`config.mk`:
```
export PLATFORM = sky130hd
export DESIGN_NAME = gf_mul_seq
export DESIGN_NICKNAME = d
export VERILOG_FILES = /design/src/rtl/gf_mul_seq_pkg.sv /design/src/rtl/gf_mul_seq_xtime.sv /design/src/rtl/gf_mul_seq.sv
export SDC_FILE = /design/constraint.sdc
export NUM_CORES = 1
export LEC_CHECK = 0
export ABC_AREA = 1
export BUFFER_PORTS_ARGS = -buffer_cell sky130_fd_sc_hd__buf_2
export CAP_MARGIN = 10
export CORE_AREA = 2 2 78 80
export CTS_CLUSTER_SIZE = 10
export DETAILED_ROUTE_END_ITERATION = 12
export DIE_AREA = 0 0 80 82
export GPL_ROUTABILITY_DRIVEN = 0
export PLACE_DENSITY = 0.5
export SYNTH_ARGS = -nofsm -noshare
export SYNTH_HDL_FRONTEND = slang
export SYNTH_SLANG_ARGS = --single-unit
```
`constraint.sdc`:
```
create_clock -name clk -period 1.5 [get_ports clk]
set_input_delay 0.3 -clock clk [delete_from_list [all_inputs] [get_ports clk]]
set_output_delay 0.3 -clock clk [all_outputs]
set_load 0.02 [all_outputs]
```
`src/rtl/gf_mul_seq_pkg.sv`:
```
// gf_mul_seq_pkg: shared AES byte type, reduction constant and controller state encoding.
package gf_mul_seq_pkg;

    typedef logic [7:0] t_byte;

    localparam t_byte AES_POLY_RED = 8'h1B;

    typedef enum logic [1:0] {IDLE, RUN, DONE} t_state;

    function automatic t_byte xtime(input t_byte a);
        return {a[6:0], 1'b0} ^ (a[7] ? AES_POLY_RED : 8'h00);
    endfunction

endpackage

```
`src/rtl/gf_mul_seq_xtime.sv`:
```
// gf_mul_seq_xtime: multiply a byte by x in GF(2^8), folding the AES polynomial on overflow.
module gf_mul_seq_xtime
    import gf_mul_seq_pkg::*;
(
    input  t_byte a_i,
    output t_byte y_o
);

    assign y_o = xtime(a_i);

endmodule

```
`src/rtl/gf_mul_seq.sv`:
```
// gf_mul_seq: iterative GF(2^8) shift-and-add multiplier with valid/ready operand and result handshakes.
module gf_mul_seq
    import gf_mul_seq_pkg::*;
#(
    parameter bit EARLY_EXIT = 1'b1
) (
    input  logic       clk,
    input  logic       rst,
    input  logic       in_valid,
    output logic       in_ready,
    input  logic [7:0] in_lhs,
    input  logic [7:0] in_rhs,
    input  logic       abort,
    output logic       out_valid,
    input  logic       out_ready,
    output logic [7:0] out_data,
    output logic       busy
);

    t_state     state_q, state_d;
    t_byte      a_q, a_d, b_q, b_d, acc_q, acc_d, a_x;
    logic [2:0] cnt_q, cnt_d;

    gf_mul_seq_xtime u_xtime (
        .a_i(a_q),
        .y_o(a_x)
    );

    always_comb begin
        state_d = state_q;
        a_d     = a_q;
        b_d     = b_q;
        acc_d   = acc_q;
        cnt_d   = cnt_q;
        if (abort) begin
            state_d = IDLE;
            acc_d   = '0;
        end else begin
            unique case (state_q)
                IDLE: if (in_valid) begin
                    a_d     = in_lhs;
                    b_d     = in_rhs;
                    acc_d   = '0;
                    cnt_d   = '0;
                    state_d = (EARLY_EXIT && in_rhs == 8'h00) ? DONE : RUN;
                end
                RUN: begin
                    acc_d = acc_q ^ (b_q[0] ? a_q : 8'h00);
                    a_d   = a_x;
                    b_d   = b_q >> 1;
                    cnt_d = cnt_q + 3'd1;
                    // b_q[7:1] is the multiplier left after this step
                    if ((EARLY_EXIT && b_q[7:1] == 7'd0) || cnt_q == 3'd7)
                        state_d = DONE;
                end
                DONE: if (out_ready) state_d = IDLE;
                default: state_d = IDLE;
            endcase
        end
    end

    always_ff @(posedge clk or posedge rst) begin
        if (rst) begin
            state_q   <= IDLE;
            a_q       <= '0;
            b_q       <= '0;
            acc_q     <= '0;
            cnt_q     <= '0;
            in_ready  <= 1'b1;
            out_valid <= 1'b0;
            out_data  <= '0;
            busy      <= 1'b0;
        end else begin
            state_q   <= state_d;
            a_q       <= a_d;
            b_q       <= b_d;
            acc_q     <= acc_d;
            cnt_q     <= cnt_d;
            in_ready  <= state_d == IDLE;
            out_valid <= state_d == DONE;
            out_data  <= state_d == DONE ? acc_d : 8'h00;
            busy      <= state_d != IDLE;
        end
    end

endmodule

```
* Word-level counts from Yosys, hierarchy flattened *
Cells that the tools add are included.

storage, ports and cells
  flip-flop bits (word level) = 40
  bits in latches = 0
  bits in writable memories = 0
  ROM bits = 0
  output and inout port bits = 11
  word-level logic and storage cells = 44
  memories = 0

cells by class
  add/sub/neg operators = 1
  $mul = 0
  divide/modulo/power cells = 0
  order comparisons = 0
  equality and inequality tests = 5
  shift operators = 0
  multiplexer cells = 18
  bitwise operators = 3
  reductions and logical operators = 8

operators with widths
  kind                                           number
  2-to-1 mux 8 bit                               6
  one-hot mux 8 bit (2 select lines)             3
  XOR 8 bit                                      2
  2-to-1 mux 2 bit                               5
  logical NOT 8 bit                              1
  logical NOT 7 bit                              1
  one-hot mux 2 bit (3 select lines)             1
  one-hot mux 3 bit (2 select lines)             1
  2-to-1 mux 5 bit                               1
  == test 2 bit, second input constant           2
  logical NOT 2 bit                              2
  nonzero test 2 bit                             2
  adder 3 x 1 -> 3 bit, second input constant    1
  == test 3 bit, second input constant           1
  2-to-1 mux 3 bit                               1
  AND reduction 3 bit                            1
  == test 2 x 1 -> 1 bit, second input constant  1
  inequality test 2 bit, second input constant   1
  logical OR 1 bit                               1
  inverter 1 bit                                 1

* Logic depth before layout (Yosys ltp) *
Gate-level depths: netlist of run 1.

  depth in word-level cells = 7
  gate-level depth with buffers = 9
  mapped depth without buffers = 9

* Modules after synthesis *
A second synthesis of run 1 with hierarchy kept.

unflattened totals
  cells, all modules = 262
  area, all modules = 2,045.7 sq um

modules (own cells, without submodules)
  module            times used  cells an instance  area an instance (sq um)  sequential area each (sq um)
  gf_mul_seq        1           244                1,959.4                   1,002.2
  gf_mul_seq_xtime  1           18                 86.3                      0.0

* Worst setup path after synthesis of run 1 *
No wires, ideal clock.

  path type = register -> register
  start = reg cnt_q[0]
  end = reg out_data[0]
  data arrival time = 1.212 ns
  required time = 1.379 ns
  path slack = 0.167 ns
  cell stages (with the launch flop) = 8
  buffers on the path = 1
  period minus slack after synthesis = 1.333 ns
  path through = dfrtp_1 ha_1 ha_1 o21ai_1 nand2_1 nand2_1 buf_2 nor2_1

on the way
  longest elaborated chain between the ends = 7

ends and longest elaborated chain
  element                             RTL line          RTL
  from (decl)                         gf_mul_seq.sv:22  logic [2:0] cnt_q, cnt_d;
  from (signal assigned)              gf_mul_seq.sv:78  cnt_q <= cnt_d;
  == test 3 bit                       gf_mul_seq.sv:53  if ((EARLY_EXIT && b_q[7:1] == 7'd0) || cnt_q == 3'd7)
  logical OR 1 bit                    gf_mul_seq.sv:53
  2-to-1 mux 2 bit                    gf_mul_seq.sv:53
  one-hot mux 2 bit (3 select lines)  gf_mul_seq.sv:39  unique case (state_q)
  2-to-1 mux 2 bit                    gf_mul_seq.sv:35  if (abort) begin
  == test 2 bit                       gf_mul_seq.sv:81  out_data <= state_d == DONE ? acc_d : 8'h00;
  2-to-1 mux 8 bit                    gf_mul_seq.sv:81
  to (signal assigned)                gf_mul_seq.sv:81
  to (decl)                           gf_mul_seq.sv:16  output logic [7:0] out_data,

Every way passes these cells.
A chain may end at the register's enable or synchronous reset.

* Worst setup path in the final report of run 1 *
  start = reg state_q[0]
  end = reg b_q[4]

on the way
  longest elaborated chain between the ends = 3

ends and longest elaborated chain
  element                                                                       RTL line          RTL
  from (decl)                                                                   gf_mul_seq.sv:20  t_state state_q, state_d;
  from (signal assigned)                                                        gf_mul_seq.sv:74  state_q <= state_d;
  == test 2 x 1 -> 1 bit / logical NOT 2 bit (equally long branches)            gf_mul_seq.sv:39
  nonzero test 2 bit (no line) / inequality test 2 bit (equally long branches)  -
  AND reduction 3 bit (no line)                                                 -
  to (signal assigned)                                                          gf_mul_seq.sv:66  b_q <= '0;
  to (signal assigned)                                                          gf_mul_seq.sv:76  b_q <= b_d;
  to (decl)                                                                     gf_mul_seq.sv:21  t_byte a_q, a_d, b_q, b_d, acc_q, acc_d, a_x;

Parallel ways exist; a longest one is shown, timed or not.

==> results of run 1 <==
-- cell families (layout without fill, tap and decap cells) --
family / count (synthesis) / after routing / share of synthesized area
AOI/OAI and AO/OA: 59 / 59 / 0.172
DFF: 40 / 40 / 0.517
buffers and inverters: 50 / 90 / 0.107
and+or+nand+nor: 87 / 88 / 0.192
adders and majority gates: 2 / 2 / 0.0129
-- what timing repair did --
action	CTS	global route
buffers inserted	0	1
endpoints found under the setup margin	0	23
gates resized for setup	0	5
-- flip-flops by register name (all words and copies together), names as in the netlist --
name,flops
b_q,8
out_data,8
acc_q,8
busy,1
out_valid,1
cnt_q,3
a_q,8
in_ready,1
state_q,2
-- cell type report --
type	count	area, um^2	area share
Clock buffer	8	80.1	0.0342
Timing Repair Buffer	40	260	0.111
Tap cell	75	93.8	0.0400
Inverter	42	158	0.0673
Multi-Input combinational cell	149	747	0.319
Sequential cell	40	1000	0.429
-- critical path, stage by stage (launching register included) --
cell and delay (ns):
sky130_fd_sc_hd__dfrtp_2 0.44, sky130_fd_sc_hd__inv_2 0.10, sky130_fd_sc_hd__nor2_2 0.23, sky130_fd_sc_hd__buf_4 0.22, sky130_fd_sc_hd__nand2_1 0.06, sky130_fd_sc_hd__o211ai_1 0.11, sky130_fd_sc_hd__o21ai_1 0.10
-- metrics by stage --
stage                     cells  utilization  hold slack [ns]  instance area, um^2  setup WS, ns
final                       354        0.408           0.0632                 2340         0.127
after global routing        354        0.408           0.0847                 2340       0.00407
after CTS                   352        0.403           0.0651                 2320        0.0372
after detailed placement    344        0.389            0.376                 2240        0.0623
after global placement      344        0.389            0.374                 2240        0.0649
after floorplan             238            -            0.398                 1940         0.167
-- how the worst max path moves through the flow --
stage                            end  cells after the start  slack [ns]
2_1_floorplan  out_data[0]$_DFF_PP0_                      7        0.17
6_report          b_q[4]$_DFFE_PP0P_                      6        0.13
3_3_place_gp   out_data[0]$_DFF_PP0_                      6        0.06
5_1_grt        out_data[7]$_DFF_PP0_                      6       0.004
4_1_cts        out_data[7]$_DFF_PP0_                      6        0.04
3_5_place_dp   out_data[7]$_DFF_PP0_                      6        0.06
-- placed cells by master (no fill, tap or decap), types with 2 or more instances in the layout --
cell,n
sky130_fd_sc_hd__a21oi_1,9
sky130_fd_sc_hd__a31oi_1,3
sky130_fd_sc_hd__buf_12,3
sky130_fd_sc_hd__buf_2,31
sky130_fd_sc_hd__buf_4,6
sky130_fd_sc_hd__clkbuf_1,3
sky130_fd_sc_hd__clkbuf_8,5
sky130_fd_sc_hd__dfrtp_1,37
sky130_fd_sc_hd__dfrtp_2,2
sky130_fd_sc_hd__ha_1,2
sky130_fd_sc_hd__inv_1,33
sky130_fd_sc_hd__inv_2,9
sky130_fd_sc_hd__nand2_1,36
sky130_fd_sc_hd__nand2_2,2
sky130_fd_sc_hd__nand3_1,19
sky130_fd_sc_hd__nor2_1,23
sky130_fd_sc_hd__nor2_2,2
sky130_fd_sc_hd__nor3_1,4
sky130_fd_sc_hd__o211ai_1,11
sky130_fd_sc_hd__o21ai_0,12
sky130_fd_sc_hd__o21ai_1,22
-- power groups by stage --
stage	registers [uW]	logic [uW]	clock network, uW
final	1300	513	675
after floorplan	1300	347	0
after CTS	1300	508	703
after detailed placement	1320	506	0
after global routing	1320	601	753
after global placement	1320	506	0
-- metal layers --
metal | vias to the layer above | GRT usage | wire length (um)
li1 | 854 | - | -
met1 | 788 | 0.202 | 2160
met2 | 43 | 0.249 | 2030
met3 | 5 | 0.0330 | 233
met4 | 0 | 0.0542 | 62
met5 | - | 0 | 0
==> flow_summary_export.csv, run 1 <==
group,metric,value,unit
power,p_per_area,1060,mW/mm^2
global_routing,grt_max_degree,41,
drt,routedWlPerCell,12.7,um
synthesis,ys_warn_count,0,
flow_run,timing.max_cap.violations,0,
outcome,run_status,"completed",
synthesis,yosysUniqueCellTypes,22,
drt,violation_count_after_the_first_detailed_routing_iteration,96,
sta,finalClockSkew,0.00263,ns
synthesis,synth.largest_area_cell,"sky130_fd_sc_hd__dfrtp_1",
setup_path,critical_path_peak_fanout,12,
floorplanning,fp.dieW,80,um
floorplanning,dieHeight,82,um
drt,via_count,1690,
clocking,cts_max_level,2,
power,swShare,0.307,
sta,min_tclk_post_route,1.37,ns
drt,antenna_violating_nets_post_route,0,
sta,slew-limit-headroom,0.799,
sta,timing.final.crit_share,0.915,
clocking,cts_made_buffers,5,
synthesis,synth.top_cell.area_share,0.504,
final_layout,drive_above_1_share,0.229,
synthesis,synthesis.instances,238,
setup_path,worstReg2RegStart,"state_q[0]$_DFF_PP0_",
setup_path,worst_ep_arrival_time,1.54,ns
clocking,insertion_delay,0.28,ns
final_layout,synthToLayoutAreaGrowth,20.9,%
final_layout,filler_cell_count,605,
setup_path,critPathLaunch,"state_q[0]$_DFF_PP0_",
drt,count_of_tritonroute_iterations_in_the_first_routing_pass,4,
drt,routed_wl,4480,um
power,power.internal,1720,uW
power,leakage,0.00121,uW
placement,place.port_buffers,31,
clocking,tritoncts_clock_tree,"done",
floorplanning,design.core.area,0.00575,mm^2
final_layout,antennaDiodeCount,0,
synthesis,syn_area,0.00194,mm^2
sta,rsz0062_at_grt,"false",
drt,number_of_remaining_drc_errors,0,
setup_path,worstReg2RegEnd,"b_q[4]$_DFFE_PP0P_",
power,total_switching_power,764,uW
synthesis,synth_area_leaders,"sky130_fd_sc_hd__dfrtp_1, sky130_fd_sc_hd__nand2_1, sky130_fd_sc_hd__inv_1",
floorplanning,fp-row-count,28,
sta,max_clock_freq,0.729,GHz
global_routing,grt_first_pass_wirelength,7620,um
power,vdd_ir_drop_max,0.000357,V
clocking,cts.clk_slew.worst_paths,0.07,ns
final_layout,final_net_count,301,
setup_path,r2r_slack,0.13,ns
synthesis,syn-num-nets,261,
sta,worstMarginPinSlew,0.301,ns
global_routing,grt_antenna_before_repair,0,
global_routing,global_route.usage.total,0.153,
power,report.power.total,2490,uW
global_routing,via_count_of_the_first_global_routing_pass,1607,
power,combPwrFrac,0.206,
floorplanning,design.die.area,0.00656,mm^2
setup_path,critPathRequiredTime,1.67,ns
clocking,cts_buffer_depth,2,
synthesis,ys_seq_elements,40,
synthesis,synthMostInstantiatedCell,"sky130_fd_sc_hd__dfrtp_1",
setup_path,startpoint_type,"flop",
power,power_frac_clock,0.271,
clocking,cts_root_buf,"sky130_fd_sc_hd__clkbuf_8",
sta,final-hold-violation-count,0,
placement,detailed_placement_hpwl,3230,um
sta,setup-tns-final,0,ns
setup_path,setup.worst_path.class,"flop to flop",
global_routing,grt_remaining_overflow,0,
synthesis,synth_commonest_cells,"sky130_fd_sc_hd__dfrtp_1, sky130_fd_sc_hd__nand2_1, sky130_fd_sc_hd__inv_1",
setup_path,rr_worst_depth,6,
floorplanning,initial_core_util,0.337,
synthesis,synthesis.area_per_instance,8.14,um^2
synthesis,postSynth.asyncResetShare,1.00,
sta,setup_violators_final,0,
power,pwr-share-seq,0.522,
floorplanning,pin_count,32,
drt,vias_per_cell,4.77,
synthesis,number_of_flops_mapped_to_enable_cells_by_yosys,0,
synthesis,synth-main-ff-cell,"sky130_fd_sc_hd__dfrtp_1",
setup_path,critical_path.endpoint_type,"flop",
clocking,cts_num_sinks,40,
synthesis,synth_sequential_area_ratio,0.517,
worst_hold_path,min-delay-path-class,"input pin to asynchronous set/reset pin",
clocking,holdBufCountCts,0,
sta,timing_max_transition_violations_final,0,
Power figures use the tool's default switching activity.
==> run 2: changes to the inputs <==
Settings changed: RECOVER_POWER from default to 50.
==> flow_summary_export.csv, run 2 (same netlist as run 1, synthesis figures left out) <==
group,metric,value,unit
outcome,run_status,"completed",
setup_path,critical_path.endpoint_type,"flop",
sta,timing.final.crit_share,0.915,
global_routing,grt_max_degree,41,
setup_path,worst_path_largest_cell_delay,0.44,ns
final_layout,final_net_count,301,
final_layout,drive_above_1_share,0.215,
setup_path,critPathRequiredTime,1.67,ns
setup_path,critical_path_peak_fanout,12,
final_layout,synthToLayoutAreaGrowth,19.9,%
sta,min_tclk_post_route,1.37,ns
setup_path,r2r_slack,0.13,ns
final_layout,leading_cell_types_in_the_layout_fill_and_taps_excluded,"sky130_fd_sc_hd__dfrtp_1, sky130_fd_sc_hd__nand2_1, sky130_fd_sc_hd__inv_1, sky130_fd_sc_hd__buf_2, sky130_fd_sc_hd__nor2_1",
clocking,cts.clk_slew.worst_paths,0.07,ns
drt,vias_per_cell,4.77,
sta,final-hold-violation-count,0,
sta,worstMarginPinSlew,0.996,ns
final_layout,antennaDiodeCount,0,
drt,via_count,1690,
setup_path,crit_path_top_delay_cell,"sky130_fd_sc_hd__dfrtp_2",
global_routing,grt_antenna_before_repair,0,
sta,rsz0062_at_grt,"false",
drt,count_of_tritonroute_iterations_in_the_first_routing_pass,4,
sta,setup_violators_final,0,
sta,slew-limit-headroom,0.336,
floorplanning,design.die.area,0.00656,mm^2
setup_path,critical_path_cell_count,6,
floorplanning,initial_core_util,0.337,
setup_path,worstReg2RegStart,"state_q[0]$_DFF_PP0_",
placement,place.port_buffers,31,
global_routing,via_count_of_the_first_global_routing_pass,1607,
setup_path,rr_worst_depth,6,
setup_path,worst-path-buf-inv,2,
floorplanning,pin_count,32,
setup_path,cp-endpoint,"b_q[4]$_DFFE_PP0P_",
drt,antenna_violating_nets_post_route,0,
drt,violation_count_after_the_first_detailed_routing_iteration,94,
sta,timing_max_transition_violations_final,0,
clocking,cts_root_buf,"sky130_fd_sc_hd__clkbuf_8",
final_layout,layout.cells.most_common,"sky130_fd_sc_hd__dfrtp_1",
clocking,cts_num_sinks,40,
global_routing,global_route.usage.total,0.153,
final_layout,sequential_cell_area,0.00100,mm^2
setup_path,critPathLaunch,"state_q[0]$_DFF_PP0_",
sta,finalClockSkew,0.00263,ns
final_layout,final_cells,354,
clocking,cts_max_level,2,
drt,number_of_remaining_drc_errors,0,
floorplanning,dieHeight,82,um
sta,max_clock_freq,0.729,GHz
final_layout,multi_input_comb_area,747,um^2
drt,routedWlPerCell,12.7,um
clocking,insertion_delay,0.28,ns
floorplanning,fp-row-count,28,
setup_path,setup.worst_path.class,"flop to flop",
placement,detailed_placement_hpwl,3230,um
drt,routed_wl,4490,um
floorplanning,design.core.area,0.00575,mm^2
setup_path,worstReg2RegEnd,"b_q[4]$_DFFE_PP0P_",
setup_path,cpLargestDelayFamily,"flip-flops",
global_routing,grt_first_pass_wirelength,7620,um
placement,place.detailed.instances,344,
global_routing,grt_remaining_overflow,0,
setup_path,startpoint_type,"flop",
power,p_per_area,1070,mW/mm^2
clocking,cts_buffer_depth,2,
flow_run,timing.max_cap.violations,0,
power,report.power.total,2480,uW
floorplanning,fp.dieW,80,um
setup_path,worst_ep_arrival_time,1.54,ns
power,vdd_ir_drop_max,0.000357,V
clocking,tritoncts_clock_tree,"done",
sta,setup-tns-final,0,ns
clocking,cts_made_buffers,5,
power,leakage,0.00118,uW
setup_path,critical_path.cell_chain,"inv_2 -> nor2_2 -> buf_4 -> nand2_1 -> o211ai_1 -> o21ai_1",
final_layout,final_core_util,0.404,
clocking,holdBufCountCts,0,
worst_hold_path,min-delay-path-class,"input pin to flop",
final_layout,filler_cell_count,611,
[run 2: cell count changes in the layout (fill, tap and decap cells not counted)]
cell / delta
sky130_fd_sc_hd__buf_2: -4
sky130_fd_sc_hd__clkbuf_1: +4
sky130_fd_sc_hd__buf_12: -1
sky130_fd_sc_hd__clkbuf_2: +1
[run 2: worst min-delay path by stage]
stage | from | endpoint | slack (ns) | depth (start not counted)
after floorplan | abort | cnt_q[0]$_DFFE_PP0P_ | 0.40 | 1
after global placement | rst | out_data[5]$_DFF_PP0_ | 0.37 | 3
after detailed placement | rst | out_data[5]$_DFF_PP0_ | 0.38 | 3
after CTS | rst | out_data[5]$_DFF_PP0_ | 0.07 | 3
after global routing | in_lhs[1] | a_q[1]$_DFFE_PP0P_ | 0.28 | 3
final | in_lhs[1] | a_q[1]$_DFFE_PP0P_ | 0.28 | 3
[run 2: cell type report]
class / instances / area share
clock buffer: 8 / 0.0345
inverter: 42 / 0.0679
multi-input combinational: 149 / 0.321
sequential: 40 / 0.432
tap: 75 / 0.0404
timing repair buffer: 40 / 0.103
[run 2: what timing repair did]
action,4_1_cts,5_1_grt
resized for setup,0,5
buffers inserted,0,1
setup endpoints to repair,0,23
[run 2: routing by layer]
layer,vias up,share of wire,track usage
met5,-,0,0
met4,0,0.014,0.0542
met3,5,0.052,0.0330
met2,43,0.45,0.249
met1,788,0.48,0.202
li1,854,-,-
[run 2: where the power goes]
part	internal (uW)	total, uW	switching (uW)
clock network	330	675	344
logic	186	507	321
registers	1200	1300	97.3
total	1720	2480	763
[run 2: per-stage QoR]
step	worst slack [ns]	cell area [um^2]	hold WS (ns)
after global routing	0.00407	2320	0.281
final	0.127	2320	0.281
after detailed placement	0.0623	2240	0.376
after global placement	0.0649	2240	0.374
after floorplan	0.167	1940	0.398
after CTS	0.0372	2320	0.0651
[run 2: worst min-delay path, delay by kind of cell]
family	cells	cell delay, ns
buffers and inverters	1	0.10
and+or+nand+nor	1	0.05
AOI/OAI and AO/OA	1	0.08
